### config.mk
export PLATFORM = sky130hd
export DESIGN_NAME = elevator_floor_ctrl
export DESIGN_NICKNAME = d
export VERILOG_FILES = /design/src/rtl/elevator_floor_ctrl.sv
export SDC_FILE = /design/constraint.sdc
export NUM_CORES = 1
export LEC_CHECK = 0
export CAP_MARGIN = 30
export CORE_MARGIN = 1.5
export CORE_UTILIZATION = 39
export DETAILED_ROUTE_END_ITERATION = 12
export PLACE_DENSITY_LB_ADDON = 0.2
export SLEW_MARGIN = 10
export SYNTH_ARGS = -nofsm -noshare
export SYNTH_HDL_FRONTEND = slang
export SYNTH_SLANG_ARGS = --single-unit
### constraint.sdc
create_clock -name clk -period 3.7 [get_ports clk]
set_input_delay 0.555 -clock clk [delete_from_list [all_inputs] [get_ports clk]]
set_output_delay 0.555 -clock clk [all_outputs]
set_load 0.03 [all_outputs]
### src/rtl/elevator_floor_ctrl.sv
// Elevator car-motion controller: services latched floor calls, times travel and
// door dwell with internal counters, and strobes the k input of each call flip-flop.
module elevator_floor_ctrl #(
    parameter int FLOORS        = 4,
    parameter int FLOOR_W       = 2,
    parameter int TRAVEL_CYCLES = 4,
    parameter int DOOR_CYCLES   = 8
) (
    input  logic               clk,
    input  logic               rst_n,
    input  logic [FLOORS-1:0]  call_req,
    output logic [FLOORS-1:0]  call_clr_k,
    output logic               motor_up,
    output logic               motor_down,
    output logic               door_open,
    output logic [FLOOR_W-1:0] cur_floor,
    output logic               busy
);

    localparam int TCW = (TRAVEL_CYCLES > 1) ? $clog2(TRAVEL_CYCLES) : 1;
    localparam int DCW = $clog2(DOOR_CYCLES);
    localparam logic [TCW-1:0] TRAVEL_LAST = TCW'(TRAVEL_CYCLES - 1);
    localparam logic [DCW-1:0] DOOR_LAST   = DCW'(DOOR_CYCLES - 1);

    typedef enum logic [1:0] {S_IDLE, S_MOVE_UP, S_MOVE_DOWN, S_DOOR_OPEN} state_e;
    typedef enum logic {DIR_UP, DIR_DOWN} dir_e;

    function automatic logic calls_above(input logic [FLOORS-1:0] calls,
                                         input logic [FLOOR_W-1:0] floor);
        logic r;
        r = 1'b0;
        for (int i = 0; i < FLOORS; i++) begin
            if (calls[i] && (i > int'(floor))) r = 1'b1;
        end
        return r;
    endfunction

    function automatic logic calls_below(input logic [FLOORS-1:0] calls,
                                         input logic [FLOOR_W-1:0] floor);
        logic r;
        r = 1'b0;
        for (int i = 0; i < FLOORS; i++) begin
            if (calls[i] && (i < int'(floor))) r = 1'b1;
        end
        return r;
    endfunction

    function automatic logic [FLOORS-1:0] floor_onehot(input logic [FLOOR_W-1:0] floor);
        return FLOORS'(1) << floor;
    endfunction

    state_e             state_q, state_d;
    dir_e               dir_q, dir_d;
    logic [FLOOR_W-1:0] cur_floor_q, cur_floor_d;
    logic [TCW-1:0]     travel_cnt_q, travel_cnt_d;
    logic [DCW-1:0]     door_cnt_q, door_cnt_d;
    logic [FLOORS-1:0]  call_clr_k_q, call_clr_k_d;
    logic               motor_up_q, motor_up_d;
    logic               motor_down_q, motor_down_d;
    logic               door_open_q, door_open_d;
    logic               busy_q, busy_d;

    logic               here, above, below, door_first;
    logic [FLOOR_W-1:0] next_floor;

    assign here  = call_req[cur_floor_q];
    assign above = calls_above(call_req, cur_floor_q);
    assign below = calls_below(call_req, cur_floor_q);
    // A strobe is only ever high in the first cycle after (re)opening the door,
    // when the JK bank has not yet cleared the call, so that cycle ignores 'here'.
    assign door_first = |call_clr_k_q;

    always_comb begin
        state_d      = state_q;
        dir_d        = dir_q;
        cur_floor_d  = cur_floor_q;
        travel_cnt_d = travel_cnt_q;
        door_cnt_d   = door_cnt_q;
        call_clr_k_d = '0;
        next_floor   = cur_floor_q;

        case (state_q)
            S_IDLE: begin
                travel_cnt_d = '0;
                door_cnt_d   = '0;
                if (here) begin
                    state_d      = S_DOOR_OPEN;
                    call_clr_k_d = floor_onehot(cur_floor_q);
                end else if (above && below) begin
                    state_d = (dir_q == DIR_UP) ? S_MOVE_UP : S_MOVE_DOWN;
                end else if (above) begin
                    state_d = S_MOVE_UP;
                    dir_d   = DIR_UP;
                end else if (below) begin
                    state_d = S_MOVE_DOWN;
                    dir_d   = DIR_DOWN;
                end
            end
            S_MOVE_UP, S_MOVE_DOWN: begin
                if (travel_cnt_q == TRAVEL_LAST) begin
                    travel_cnt_d = '0;
                    next_floor   = (state_q == S_MOVE_UP) ? cur_floor_q + 1'b1
                                                          : cur_floor_q - 1'b1;
                    cur_floor_d  = next_floor;
                    if (call_req[next_floor]) begin
                        state_d      = S_DOOR_OPEN;
                        door_cnt_d   = '0;
                        call_clr_k_d = floor_onehot(next_floor);
                    end else if ((state_q == S_MOVE_UP) ? calls_above(call_req, next_floor)
                                                        : calls_below(call_req, next_floor)) begin
                        state_d = state_q;
                    end else begin
                        state_d = S_IDLE;
                    end
                end else begin
                    travel_cnt_d = travel_cnt_q + 1'b1;
                end
            end
            S_DOOR_OPEN: begin
                if (!door_first && here) begin
                    door_cnt_d   = '0;
                    call_clr_k_d = floor_onehot(cur_floor_q);
                end else if (door_cnt_q == DOOR_LAST) begin
                    state_d    = S_IDLE;
                    door_cnt_d = '0;
                end else begin
                    door_cnt_d = door_cnt_q + 1'b1;
                end
            end
            default: state_d = S_IDLE;
        endcase

        motor_up_d   = (state_d == S_MOVE_UP);
        motor_down_d = (state_d == S_MOVE_DOWN);
        door_open_d  = (state_d == S_DOOR_OPEN);
        busy_d       = (state_d != S_IDLE);
    end

    always_ff @(posedge clk or negedge rst_n) begin
        if (!rst_n) begin
            state_q      <= S_IDLE;
            dir_q        <= DIR_UP;
            cur_floor_q  <= '0;
            travel_cnt_q <= '0;
            door_cnt_q   <= '0;
            call_clr_k_q <= '0;
            motor_up_q   <= 1'b0;
            motor_down_q <= 1'b0;
            door_open_q  <= 1'b0;
            busy_q       <= 1'b0;
        end else begin
            state_q      <= state_d;
            dir_q        <= dir_d;
            cur_floor_q  <= cur_floor_d;
            travel_cnt_q <= travel_cnt_d;
            door_cnt_q   <= door_cnt_d;
            call_clr_k_q <= call_clr_k_d;
            motor_up_q   <= motor_up_d;
            motor_down_q <= motor_down_d;
            door_open_q  <= door_open_d;
            busy_q       <= busy_d;
        end
    end

    assign call_clr_k = call_clr_k_q;
    assign motor_up   = motor_up_q;
    assign motor_down = motor_down_q;
    assign door_open  = door_open_q;
    assign cur_floor  = cur_floor_q;
    assign busy       = busy_q;

endmodule

==> metrics, run 1 <==
outcome=complete, but fails checks; failing checks=DRC; # resized after CTS=0; Setup Skew=roughly 4.2 ps; RD Place Congestion=~0.81; fmax=0.385 GHz; Pwr per Cell Area=916 nW/um2; Final Non-Filler Cells=156; Routed Antenna Nets=0; DR iter-0 viols=19; final critical-path required period=2600 ps; Critical Path AT=2790 ps; worst skew pair latency=300 ps; RSZ-0062 raised after global routing=no; Critical Path Fanout Max=10; row count=19; dpl cell area=1350 um2; Cells after DPL=152; Post-Layout Inst Area=between 1000 and 1500 um2; Post-CTS Setup Inserts=0; die area=3330 um2; GRT met3 Usage=approximately 4.0%; synth top area cells=dfrtp_1, ha_1, mux4_2, a22o_1, o21ai_4; number of vias per cell=5.45; Top Ports=16; most used cell along the critical path=inv_2; Wirelength per Cell=14.2 um; DR DRC count=2; max_slew headroom=45.1%; Post-CTS Hold Buffers=0; Core ar.=2810 um2; DRT Wirelength=2220 um; largest net degree at the start of global routing=19; worst-margin pin slew=just over 800 ps; worst hold path class=reg -> reg; Crit-path slowest cell=dfrtp_1; most frequent cells in the layout=dfrtp_1, clkdlybuf4s50_1, ha_1, nand2_1, nor2_1; die height=just under 60 um; hold_ws=503 ps; Max Root-Sink Buffers=2; Area Growth Syn to Fin=18.3%; number of max-cap violations=0; warnings from Yosys=0; # setup viols final=0; Critical Path RT=3900 ps; final core occ=around half; clk sinks=18; GRT overflow=0; Post-synth ARST share=100%; Root Driver=clkbuf_4; First-pass DRT Iterations=8; synthesized area=about 1200 um2; Setup crit start kind=flop; final hold vios=0; nets@finish=146; syn_nets=127; Global Route met2 Usage=a little under a quarter; Most Used Layer, Global Route=met2; Max VDD drop=approximately 0.00036 V; diode count=0; vias=850; Final TNS setup=0 ps; FILL cells=267; first-pass GRT wire length=3850 um; die width=57.7 um; Place WS=1130 ps; routing usage on met1=approximately a fifth; CTS tree=built; syn avg cell area=10.9 um2; Worst-path clk slew=about 100 ps; Main synth FF type=dfrtp_1; Syn Inst Count=107; synth unique cells=38; Worst Setup Path Type=reg -> reg; area share of the largest cell type after synthesis=38.6%; total track usage=between 15 and 20%; slowest stage delay, CP=between 600 and 700 ps; final setup margin=1100 ps; initial antenna violation count=0; synthesis-stage register bit count=18; Post-synth EDFFs=0; share of layout cells above drive strength 1=14.4%; CP Capture Type=flop; Leak=0.626 nW; commonest non-fill, non-tap cell in the layout=dfrtp_1; period utilization=70.1%; cell taking the most area after synthesis=dfrtp_1; CTS HTree Levels=1; vias in the first global route=819; DP HPWL=~1700 um; Total Power=1.27 mW; Starting Density=41.6%; cts bufs inserted=3; Port Buf Inserts=15; Seq/Total Area, Yosys=38.6%; Slew Viols, Final=0; Critical Path, Cell by Cell=inv_4, ha_1, xor2_1, mux4_2, a31oi_4, inv_2, o21ai_4, inv_2, and2_4
-- final timing paths --
check,from,endpoint,slack (ps),cells past startpoint
worst max-delay path,cur_floor[0],motor_up,1100,9
worst min-delay path,travel_cnt_q[1],travel_cnt_q[1],500,2
worst max register to register,cur_floor[0],motor_up,1100,9
worst min register to register,travel_cnt_q[1],travel_cnt_q[1],500,2
max in group asynchronous,rst_n,motor_down,2470,1
min in group asynchronous,rst_n,call_clr_k[3],720,1
-- power breakdown --
group          leakage (nW)  internal, mW  switching, mW  total (mW)
Clock                0.0210        0.0601         0.0609       0.121
Combinational         0.371         0.351          0.452       0.804
Sequential            0.234         0.269         0.0712       0.341
Total                 0.626         0.681          0.585        1.27
-- critical path: cells and delay by family, from the launching register on --
kind / cells / cell delay [ps]
mux: 1 / 430
buf+inv: 3 / 210
fa+ha+maj: 1 / 380
compound gates: 2 / 380
flops: 1 / 620
simple gates: 1 / 130
xor+xnor: 1 / 340
-- routing by layer --
layer	routed length (um)	up-vias
li1	-	417
met1	1080	421
met2	1040	7
met3	58	5
met4	38	0
met5	0	-
-- synthesized netlist by cell type (2+ instances only) --
library cell	n
a22o_1	5
and2_4	2
o21ai_0	5
o21ai_4	2
dfrtp_1	18
mux4_2	2
inv_1	6
o21a_1	2
a32o_1	2
nor2b_1	5
nand2_1	8
a21oi_1	2
nor2_1	7
inv_2	2
ha_1	14
a21o_1	3
-- cells by family after synthesis --
kind of cell | share of synthesized area, %
buffers and inverters | 4.07
adder cells (fa/ha/maj) | 15.0
multiplexers | 3.86
XOR/XNOR | 1.50
AND/OR/NAND/NOR | 14.6
flip-flops | 38.6
AO/OA/AOI/OAI | 22.4
-- registers in the layout, summed over array words and instances, names as in the netlist --
signal,count
call_clr_k,4
door_cnt_q,3
cur_floor,2
state_q,2
travel_cnt_q,2
busy,1
dir_q,1
door_open,1
motor_down,1
motor_up,1
-- cell type report --
cell class / count / area, um2 / area share [%]
multi-input cells: 79 / 669 / 48.5
inverters: 9 / 36.3 / 2.63
well taps: 31 / 38.8 / 2.81
repair buffers: 15 / 150 / 10.9
flip-flops and latches: 18 / 450 / 32.6
clock buffers: 4 / 36.3 / 2.63
(Power assumes the default switching activity.)
==> run 2: changes to the inputs <==
==> constraint.sdc (replaced) <==
create_clock -name clk -period 2.3 [get_ports clk]
set_input_delay 0.345 -clock clk [delete_from_list [all_inputs] [get_ports clk]]
set_output_delay 0.345 -clock clk [all_outputs]
set_load 0.03 [all_outputs]
==> metrics, run 2 (synthesis results as in run 1) <==
outcome=complete, but fails checks; failing checks=DRC; DP HPWL=1800 um; worst reg2reg path depth=9; Wirelength per Cell=between 10 and 15 um; Routed Antenna Nets=0; Area Growth Syn to Fin=23.5%; most frequent cells in the layout=dfrtp_1, clkdlybuf4s50_1, ha_1, nand2_1, nor2_1; row count=19; final hold vios=0; Crit-path slowest cell=dfrtp_1; Critical Path AT=about 2300 ps; Slew Viols, Final=0; Critical Path Fanout Max=4; clk sinks=18; Port Buf Inserts=15; Critical Path RT=2500 ps; Worst-path clk slew=110 ps; GRT overflow=0; commonest non-fill, non-tap cell in the layout=dfrtp_1; cts bufs inserted=3; worst r2r dst=motor_up; Starting Density=41.6%; period utilization=just over 90%; Setup crit start kind=flop; CP delay by family, top=flip-flops; die area=3330 um2; number of vias per cell=5.35; Max Root-Sink Buffers=2; number of max-cap violations=0; share of layout cells above drive strength 1=20.8%; most used cell along the critical path=inv_2; FILL cells=249; Root Driver=clkbuf_4; DR DRC count=2; Worst Setup Path Type=reg -> reg; slowest stage delay, CP=450 ps; DRT Wirelength=about 2300 um; worst skew pair latency=slightly below 300 ps; diode count=0; die height=~58 um; CP Capture Type=flop; R2R setup slack=160 ps; die width=57.7 um; Final TNS setup=0 ps; Largest register FFs=4; initial antenna violation count=0; Pwr per Cell Area=1500 nW/um2; first-pass GRT wire length=3990 um; Setup Skew=2.26 ps; vias=862; fmax=0.467 GHz; Worst Path Buf+Inv=3; Leak=0.650 nW; Top Ports=16; Multi-input gate area=between 600 and 700 um2; worst hold path class=in -> async; CTS tree=built; Post-CTS Hold Buffers=0; First-pass DRT Iterations=8; nets@finish=151; RD Place Congestion=0.840; largest net degree at the start of global routing=19; Reg area=453 um2; Core ar.=2810 um2; # resized after CTS=0; # setup viols final=0; vias in the first global route=893; max_slew headroom=70.9%; worst-margin pin slew=432 ps; total track usage=~15%; Max VDD drop=0.000567 V; CTS HTree Levels=1; Place WS=about 90 ps; DR iter-0 viols=23; Critical Path, Cell by Cell=inv_1, ha_1, xor2_2, mux4_2, a31oi_4, inv_2, o21ai_4, inv_2, and2_4; final critical-path required period=roughly 2100 ps; final setup margin=159 ps; Post-CTS Setup Inserts=0; RSZ-0062 raised after global routing=no; Critical R2R Launch=state_q[1]
==> run 2: cell count changes in the layout (fill, tap and decap cells not counted), sizes merged <==
| cell | delta |
|---|---|
| buf | +5 |
==> run 2: worst max path at each step <==
| stage | startpoint | end | slack, ps | depth (start not counted) |
|---|---|---|---|---|
| 4_1_cts | state_q[1] | motor_up | 150 | 9 |
| 2_1_floorplan | cur_floor[0] | motor_up | 80 | 10 |
| 3_5_place_dp | call_req[0] | motor_up | 90 | 8 |
| 5_1_grt | state_q[1] | motor_up | 50 | 9 |
| 3_3_place_gp | call_req[0] | motor_up | 110 | 8 |
| 6_report | state_q[1] | motor_up | 160 | 9 |
==> run 2: area by class of cell <==
class                           count  share of cell area, %
Sequential cell                    18                   31.4
Tap cell                           31                   2.69
Multi-Input combinational cell     79                   47.8
Timing Repair Buffer               20                   13.0
Inverter                            9                   2.52
Clock buffer                        4                   2.52
==> run 2: power breakdown <==
group | switching [mW] | internal (mW)
clock network | 0.106 | 0.0964
logic | 0.803 | 0.651
registers | 0.0728 | 0.437
==> run 2: worst register-to-register path, cell delays in order (launching register included) <==
cell     delay, ps
dfrtp_1        450
inv_1          140
ha_1           260
xor2_2         180
mux4_2         380
a31oi_4        230
inv_2           60
o21ai_4        170
inv_2           60
and2_4         130
==> run 2: routing by layer <==
metal  vias up  GRT usage (%)  part of all wire, %
met4         0           4.98                  1.1
li1        429              -                    -
met2        20           23.5                   46
met1       409           22.2                   48
met3         4           2.68                  3.8
met5         -              0                    0
==> run 2: stage by stage <==
| stage | cell area [um2] | hold slack [ps] | utilization [%] | power, mW | instances |
|---|---|---|---|---|---|
| 6_report | 1440 | 367 | 51.4 | 2.17 | 161 |
| 5_1_grt | 1440 | 371 | 51.4 | 2.33 | 161 |
| 4_1_cts | 1440 | 376 | 51.4 | 2.18 | 161 |
| 3_5_place_dp | 1410 | 481 | 50.1 | 1.98 | 157 |
| 3_3_place_gp | 1410 | 468 | 50.1 | 1.95 | 157 |
| 2_1_floorplan | 1190 | 49.4 | - | 1.58 | 107 |
==> RTL change, RTL diff (flow settings as in run 1) <==
Encoding of `state_e`: now one-hot (4 bits for 4 states).
--- a/src/rtl/elevator_floor_ctrl.sv
+++ b/src/rtl/elevator_floor_ctrl.sv
@@ -23,5 +23,5 @@
     localparam logic [DCW-1:0] DOOR_LAST   = DCW'(DOOR_CYCLES - 1);
 
-    typedef enum logic [1:0] {S_IDLE, S_MOVE_UP, S_MOVE_DOWN, S_DOOR_OPEN} state_e;
+    typedef enum logic [3:0] {S_IDLE = 4'b0001, S_MOVE_UP = 4'b0010, S_MOVE_DOWN = 4'b0100, S_DOOR_OPEN = 4'b1000} state_e;
     typedef enum logic {DIR_UP, DIR_DOWN} dir_e;
 
Behaviour: same outputs for any inputs over 10 cycles, from zero or initial values and one cycle with rst_n low; not proved beyond that.
==> RTL change against run 1 <==
Setup slack better by 0.038 ns. Area after synthesis up 7.8%. Sequential cell count up 2. Sequential share of layout area up 1.1 points. Clock skew down 0.0012 ns. Total power down 20%. Die area up 7.4%. Cell area up 7.7%. Wire length up 23%. Critical endpoint is now busy. Highest routed layer unchanged.
==> RTL change: results (changes against run 1) <==
{| class="wikitable"
! Metric !! Value
|-
| Routability congestion estimate || 0.926 (+14%)
|-
| Global router's overall resource usage || 0.173 (+0.0189)
|-
| Switching fraction of total power || 0.447 (-0.0153)
|-
| Arrival time of data at the critical path endpoint || 2.75 ns (-0.04 ns)
|-
| Most frequent cells after synthesis || dfrtp_1, nand2_1, nor2_1
|-
| Result of the run || finished clean
|-
| Average detailed-routed wire length per instance || 14.6 um (+2.8%)
|-
| Detailed Place HPWL || 2080 um (+23%)
|-
| Slowest stage delay, CP || 0.56 ns (-0.06 ns)
|-
| Root Buffer || clkbuf_4
|-
| Maximum number of pins on one net before global-route repair || 21 (+2)
|-
| Worst Reg2Reg Path Length in Cells || 6 (-3)
|-
| Asr flop ratio synth || 1.00 (unchanged)
|-
| Min-delay worst type || in2async
|-
| Total nets after synthesis || 143 (+13%)
|-
| Post-CTS Hold Fix Bufs || 0 (unchanged)
|-
| Largest vdd supply drop || 0.292 mV (-20%)
|-
| Crit path max fanout || 9 (-1)
|-
| Total Nets Final || 159 (+8.9%)
|-
| Setup Skew || 0.00309 ns (-0.00115 ns)
|-
| Layout cell share with drive strength beyond 1 || 0.0699 (-0.0741)
|-
| Clk Latency, worst-skew pair || 0.30 ns (about the same)
|-
| Top cells by area in the synthesized netlist || dfrtp_1, ha_1, a32o_1, a21oi_1, o21ai_0
|-
| Actual slew at the worst max-slew pin || 0.488 ns (-0.334 ns)
|-
| # port buffers || 15 (unchanged)
|-
| Filler cells || 288 (+7.9%)
|-
| Share of synthesized area occupied by flip-flops and latches || 0.399 (+0.0128)
|-
| Post-synthesis cell type count || 37 (-2.6%)
|-
| Router iterations before antenna repair || 4 (-4)
|-
| Starting DRT DRC Count || 25 (+6)
|-
| Ratio of routed vias to standard cells || 5.73 (+5.2%)
|-
| Leakage power figure || 0.634 nW (+1.3%)
|-
| Via count of the first global-routing pass || 1069 (+31%)
|-
| First-pass GRT wire length || 4640 um (+21%)
|}
## RTL change: path summary, 6_finish.rpt
| check | endpoint | startpoint | slack, ns |
|---|---|---|---|
| min | door_open | rst_n | 0.54 |
| min reg2reg | door_cnt_q[2] | door_cnt_q[2] | 0.55 |
| max | busy | cur_floor[0] | 1.14 |
| min in group clk | door_cnt_q[2] | door_cnt_q[2] | 0.55 |
| max reg2reg | busy | cur_floor[0] | 1.14 |
| max in group asynchronous | state_q[0] | rst_n | 2.65 |
## RTL change: worst reg2reg max path: stages (launching register included)
cell,delay [ns]
dfrtp_1,0.56
inv_1,0.22
ha_1,0.40
xnor2_1,0.31
mux4_2,0.43
and2_1,0.21
o311a_1,0.32
## RTL change: through the flow
step | std cells | utilization | worst slack [ns] | area, sq um | power, mW
2_1_floorplan | 128 | - | 1.19 | 1260 | 0.739
3_3_place_gp | 182 | 0.470 | 1.27 | 1440 | 0.874
3_5_place_dp | 182 | 0.470 | 1.19 | 1440 | 0.883
4_1_cts | 186 | 0.482 | 1.16 | 1470 | 1.01
5_1_grt | 187 | 0.487 | 1.03 | 1490 | 1.09
6_report | 187 | 0.487 | 1.14 | 1490 | 1.01
## RTL change: kinds of logic after synthesis
| family | synth area share |
|---|---|
| compound gates | 0.246 |
| buf+inv | 0.0398 |
| simple gates | 0.163 |
| mux | 0.0358 |
| fa+ha+maj | 0.0895 |
| xor+xnor | 0.0278 |
| flops | 0.399 |
## RTL change: final cells by class
| cell class | instances | area share |
|---|---|---|
| sequential | 20 | 0.337 |
| inverter | 6 | 0.0151 |
| multi-input combinational | 97 | 0.475 |
| clock buffer | 4 | 0.0244 |
| tap | 44 | 0.0370 |
| timing repair buffer | 16 | 0.111 |
## RTL change: layer usage
layer  GRT usage  routed length, um  vias to the layer above
met5           0                  0                        -
met2       0.272               1300                       24
li1            -                  -                      511
met3      0.0325                 71                        8
met4      0.0984                 52                        0
met1       0.220               1310                      529
## RTL change: power by group through the flow
stage               registers [mW]  logic [mW]  clock network [mW]
detailed placement           0.364       0.519                   0
floorplan                    0.378       0.361                   0
global placement             0.362       0.512                   0
CTS                          0.359       0.521               0.130
finish                       0.359       0.526               0.127
global route                 0.369       0.577               0.148
